**config.mk**
```make
export PLATFORM = sky130hd
export DESIGN_NAME = serial_add_ctrl
export DESIGN_NICKNAME = d
export VERILOG_FILES = /design/src/rtl/serial_add_ctrl.sv
export SDC_FILE = /design/constraint.sdc
export NUM_CORES = 1
export LEC_CHECK = 0
export ABC_CLOCK_PERIOD_IN_PS = 2500
export CAP_MARGIN = 20
export CORE_AREA = 2 2 54 76
export CTS_BUF_LIST = sky130_fd_sc_hd__clkbuf_16
export DETAILED_ROUTE_END_ITERATION = 16
export DIE_AREA = 0 0 56 78
export DONT_BUFFER_PORTS = 1
export GPL_TIMING_DRIVEN = 0
export PLACE_DENSITY_LB_ADDON = 0.25
export SLEW_MARGIN = 30
export SYNTH_ARGS = -nofsm -noshare
export SYNTH_HDL_FRONTEND = slang
export SYNTH_HIERARCHICAL = 1
export SYNTH_SLANG_ARGS = --single-unit
```
**constraint.sdc**
```tcl
create_clock -name clk -period 2.5 [get_ports clk]
set_input_delay 0.25 -clock clk [delete_from_list [all_inputs] [get_ports clk]]
set_output_delay 0.25 -clock clk [all_outputs]
set_load 0.005 [all_outputs]
```
**src/rtl/serial_add_ctrl.sv**
```systemverilog
// serial_add_ctrl: bit-serial adder controller. A single 1-bit full adder cell
// is time-shared over WIDTH clocks and adds two operands LSB first. The
// requester sees a start/busy/done handshake. The result and the carry-out are
// held until the next operation completes.

// Single-bit full adder. This is the only arithmetic resource in the block.
module full_adder_join (
  input  logic A,
  input  logic B,
  input  logic C,
  output logic SUM,
  output logic COUT
);

  assign SUM  = A ^ B ^ C;
  assign COUT = (A & B) | (A & C) | (B & C);

endmodule

module serial_add_ctrl #(
  parameter int WIDTH = 8,
  parameter int CNT_W = $clog2(WIDTH + 1)
) (
  input  logic             clk,
  input  logic             rst_n,
  input  logic             start,
  input  logic [WIDTH-1:0] a_in,
  input  logic [WIDTH-1:0] b_in,
  input  logic             cin,
  output logic             busy,
  output logic             done,
  output logic [WIDTH-1:0] sum_out,
  output logic             cout_out
);

  typedef enum logic [1:0] {
    IDLE = 2'd0,
    RUN  = 2'd1,
    DONE = 2'd2
  } state_t;

  state_t             state;
  state_t             state_next;

  logic [WIDTH-1:0]   op_a;
  logic [WIDTH-1:0]   op_b;
  logic [WIDTH-1:0]   res_sh;
  logic [WIDTH-1:0]   res_next;
  logic               carry;
  logic [CNT_W-1:0]   count;
  logic               last_bit;

  logic               fa_sum;
  logic               fa_cout;

  // The one shared adder cell. It always sees the current LSBs and the running carry.
  full_adder_join u_fa (
    .A    (op_a[0]),
    .B    (op_b[0]),
    .C    (carry),
    .SUM  (fa_sum),
    .COUT (fa_cout)
  );

  // The edge that processes bit WIDTH-1 ends the operation.
  assign last_bit = (count == CNT_W'(WIDTH - 1));

  // Result shift register input. The new sum bit enters at the MSB, so after
  // WIDTH shifts bit 0 of the sum sits at bit 0 of the register.
  generate
    if (WIDTH == 1) begin : g_res_w1
      assign res_next = fa_sum;
    end else begin : g_res_wn
      assign res_next = {fa_sum, res_sh[WIDTH-1:1]};
    end
  endgenerate

  // State register.
  // NOTE: asynchronous active-low reset. rst_n appears in the sensitivity list,
  // so an operation in flight is aborted without waiting for a clock edge.
  always_ff @(posedge clk or negedge rst_n) begin
    if (!rst_n) begin
      state <= IDLE;
    end else begin
      // NOTE: sequential state uses non-blocking assignments only. Every
      // register then updates from values sampled before the edge.
      state <= state_next;
    end
  end

  // Next-state logic. busy and done are decoded from the registered state only.
  always_comb begin
    // NOTE: defaults are assigned before the case. Every path then drives every
    // output, and no latch is inferred.
    state_next = state;
    busy       = 1'b0;
    done       = 1'b0;
    unique case (state)
      IDLE: begin
        if (start) state_next = RUN;
      end
      RUN: begin
        busy = 1'b1;
        if (last_bit) state_next = DONE;
      end
      DONE: begin
        busy       = 1'b1;
        done       = 1'b1;
        state_next = IDLE;
      end
      default: state_next = IDLE;
    endcase
  end

  // Datapath: operand capture, serial shifting, and result commit on the last bit.
  always_ff @(posedge clk or negedge rst_n) begin
    if (!rst_n) begin
      op_a     <= '0;
      op_b     <= '0;
      res_sh   <= '0;
      carry    <= 1'b0;
      count    <= '0;
      sum_out  <= '0;
      cout_out <= 1'b0;
    end else begin
      unique case (state)
        IDLE: begin
          if (start) begin
            op_a   <= a_in;
            op_b   <= b_in;
            carry  <= cin;
            count  <= '0;
            res_sh <= '0;
          end
        end
        RUN: begin
          op_a   <= op_a >> 1;
          op_b   <= op_b >> 1;
          res_sh <= res_next;
          carry  <= fa_cout;
          if (last_bit) begin
            // The visible result moves only here. During RUN the previous
            // result stays stable on sum_out and cout_out.
            sum_out  <= res_next;
            cout_out <= fa_cout;
          end else begin
            count <= count + CNT_W'(1);
          end
        end
        default: ;
      endcase
    end
  end

endmodule
```
==> metrics.txt <==
Synth area leaders dfrtp_1, mux2i_1, mux2_2, nand2_1, o21ai_0; worst slew pin tran between 0.4 and 0.5 ns; FF-to-FF setup slack around 0.68 ns; Critical Path Fanout Max 10; DR vias between 1k and 1.5k; Area after DPL about 0.0018 mm²; Cell Chain, Critical Path inv_1, ha_1, mux2i_4, clkbuf_1, o21ai_0; Max-slew headroom between 70% and 80%; crit path kind flop to flop; Critical Path RT roughly 2.6 ns; pin count of the biggest net entering global routing 40; non-filler cells, final between 200 and 250; RSZ-0062 raised after global routing no; setup TNS 0 ns; CTS sink count 39; EDFF count, synth 0; Tot GR Track Use approximately 16%; per-cell routed wire length ~15 µm; worst skew pair latency about 0.27 ns; Final period util between 70% and 80%; CTS Buf Count 5; initial antenna violation count 0; antenna cells 0; CTS clk-pin slew, worst paths approximately 0.05 ns; switching share of total power between 30% and 40%; outcome completed; largest family of logic cells by synthesized area multiplexers; num ports 31; Synth top area share 55.4%; DRC viols 0; slowest CP cell mux2i_4; CTS H-tree lvls 2; die area around 0.0044 mm²; complex-gate fraction of the synthesized area a little over a tenth; CTS Root Cell clkbuf_16; adder-cell area share of the yosys netlist under 10%; worst hold path depth 2; Port-buffer cells 0; VDD IR max about 720 µV; die height ~78 µm; Most used DFF post-synth dfrtp_1; Post-Synth Simple-Gate Area 9.94%; grt total ovfl 0; mux share of post-synthesis cell area 16.2%; final slew viol count 0; leakage between 0.9 and 1 nW; Power Dens Cells around 1300 mW/mm²; postcts setup bufs 0; routed wire length a little over 3000 µm; ys async rst share 100%; vias in the first global route between 1k and 1.5k; Final min period 1.82 ns; Clk pwr share 23.1%; total power draw between 0.002 and 0.003 W; worst hold slack ~0.12 ns; number of max-cap violations 0; average size of a mapped cell 11.6 µm²; Iter 0 DRT Violations 32; Syn Inst Count around 150; Yosys reg bits 39; CTS tree built; CTS Hold Buffers Added 2; xor and xnor area share after synthesis 0%; post-detailed-route count of antenna-violating nets 0; sequential area share after synthesis between 50% and 60%; endpoints failing hold 0; # setup viols final 0; worst setup path end op_a[4]; Hold WC Path Type input pin to flop; post-DR vias/cell roughly 5.6; Worst Skew approximately 0.0027 ns; Comb pwr share between 30% and 40%; critical path's largest stage delay about 0.41 ns; worst reg-to-reg path cell count 5; die width approximately 56 µm; Syn-to-layout area delta 12.7%; crit path DAT about 2.0 ns; Bufs on Longest Clock Path 2; Yosys warning count 6; FF/Latch Area 976 µm²; DP Wirelength roughly 2200 µm; Pint approximately 0.0017 W; Reg-to-Reg Start state[1]; Fillers 336; area taken by multi-input logic gates 732 µm²; Post-Syn Nets around 180; Yosys cell types 27; area leader, netlist dfrtp_1; number of cell rows 26; initial core utilization 48.4%; mapped cell area between 0.0015 and 0.002 mm²; Flop pwr share a little over two fifths; sw power 0.000892 W; CTS resizes 0; share of cells above drive strength 1 between 15 and 20%; fin nets between 150 and 200; Placed Cells incl. Taps between 150 and 200; core area roughly 0.0036 mm²; fin area ~0.002 mm²; Pre-antenna DRT Iters 4; Fmax roughly 0.55 GHz; worst r2r dst op_a[4]; CP Launch Type flop; Worst setup startpoint state[1]; critical path endpoint category flop; RePlAce Congestion 0.753; first-pass GRT wire length ~5300 µm
-- power groups by stage --
| stage | clock network [W] | registers, W | logic, W |
|---|---|---|---|
| floorplan | 0 | 0.00102 | 0.000723 |
| global route | 0.000628 | 0.00110 | 0.00102 |
| finish | 0.000589 | 0.00106 | 0.000896 |
| global placement | 0 | 0.00106 | 0.000858 |
| detailed placement | 0 | 0.00108 | 0.000892 |
| CTS | 0.000603 | 0.00106 | 0.000912 |
-- Yosys cell counts (2+ instances only) --
library cell	count
a22o_1	7
ha_1	5
nor2_1	2
mux2i_1	15
mux2_2	10
nand2_1	23
o21ai_0	17
nand4_1	2
nand3_1	4
a21oi_1	4
dfrtp_1	39
buf_2	6
inv_1	4
-- final cells by class --
type / instances / area share [%]
flip-flops and latches: 39 / 49.1
multi-input cells: 101 / 36.9
clock buffers: 5 / 6.30
well taps: 42 / 2.65
plain buffers: 8 / 1.95
repair buffers: 2 / 1.51
clock inverters: 3 / 0.819
inverters: 4 / 0.756
-- sequential cells by signal, summed over array words and instances (netlist names) --
signal    cells
op_a          8
op_b          8
sum_out       8
res_sh        7
count         4
state         2
carry         1
cout_out      1
-- logic make-up after synthesis --
kind of cell | Yosys count
flops | 39
simple gates | 38
compound gates | 31
mux | 26
buf+inv | 12
fa+ha+maj | 6
-- per-layer routing --
| metal | vias up | track usage, % | share of wire (%) |
|---|---|---|---|
| li1 | 553 | - | - |
| met2 | 30 | 26.8 | 53 |
| met1 | 563 | 18.0 | 42 |
| met5 | - | 0 | 0 |
| met3 | 5 | 4.67 | 3.5 |
| met4 | 0 | 5.71 | 1.4 |
-- worst min-delay path by stage --
stage | startpoint | to | slack [ns]
3_5_place_dp | rst_n | state[1] | -0.04
6_report | a_in[7] | op_a[7] | 0.12
2_1_floorplan | rst_n | carry | -0.05
5_1_grt | a_in[7] | op_a[7] | 0.12
3_3_place_gp | rst_n | state[0] | -0.04
4_1_cts | a_in[7] | op_a[7] | 0.11
-- critical path: cells and delay by family, from the launching register on --
kind                       cells  cell delay, ns
muxes                          1            0.41
adders and majority gates      1            0.26
AOI/OAI and AO/OA              1            0.16
buffers and inverters          2            0.45
DFF                            1            0.40
-- stage by stage --
step / setup WS (ns) / util [%]
after floorplan: 0.947 / -
after global placement: 0.728 / 49.8
after detailed placement: 0.670 / 49.8
after CTS: 0.651 / 54.5
after global routing: 0.498 / 54.5
final: 0.685 / 54.5
-- placed cells by master (no fill, tap or decap), drive strengths merged --
master | netlist | layout
clkinv | 0 | 1
inv | 4 | 5
nand2 | 24 | 24
dfrtp | 39 | 39
nor2 | 2 | 2
a22o | 7 | 7
mux2i | 16 | 16
fa | 1 | 1
buf | 6 | 7
o21ai | 17 | 17
a31oi | 1 | 1
nor2b | 1 | 1
nand3b | 1 | 1
ha | 5 | 5
nand3 | 4 | 4
nand2b | 1 | 1
clkbuf | 2 | 7
a21oi | 4 | 4
nand4 | 2 | 2
clkinvlp | 0 | 1
o211ai | 1 | 1
mux2 | 10 | 10
and3 | 1 | 1
dlygate4sd3 | 0 | 1
and3b | 1 | 1
o22a | 1 | 1
or4 | 1 | 1
Note: power is estimated with default switching activity, not from simulation.
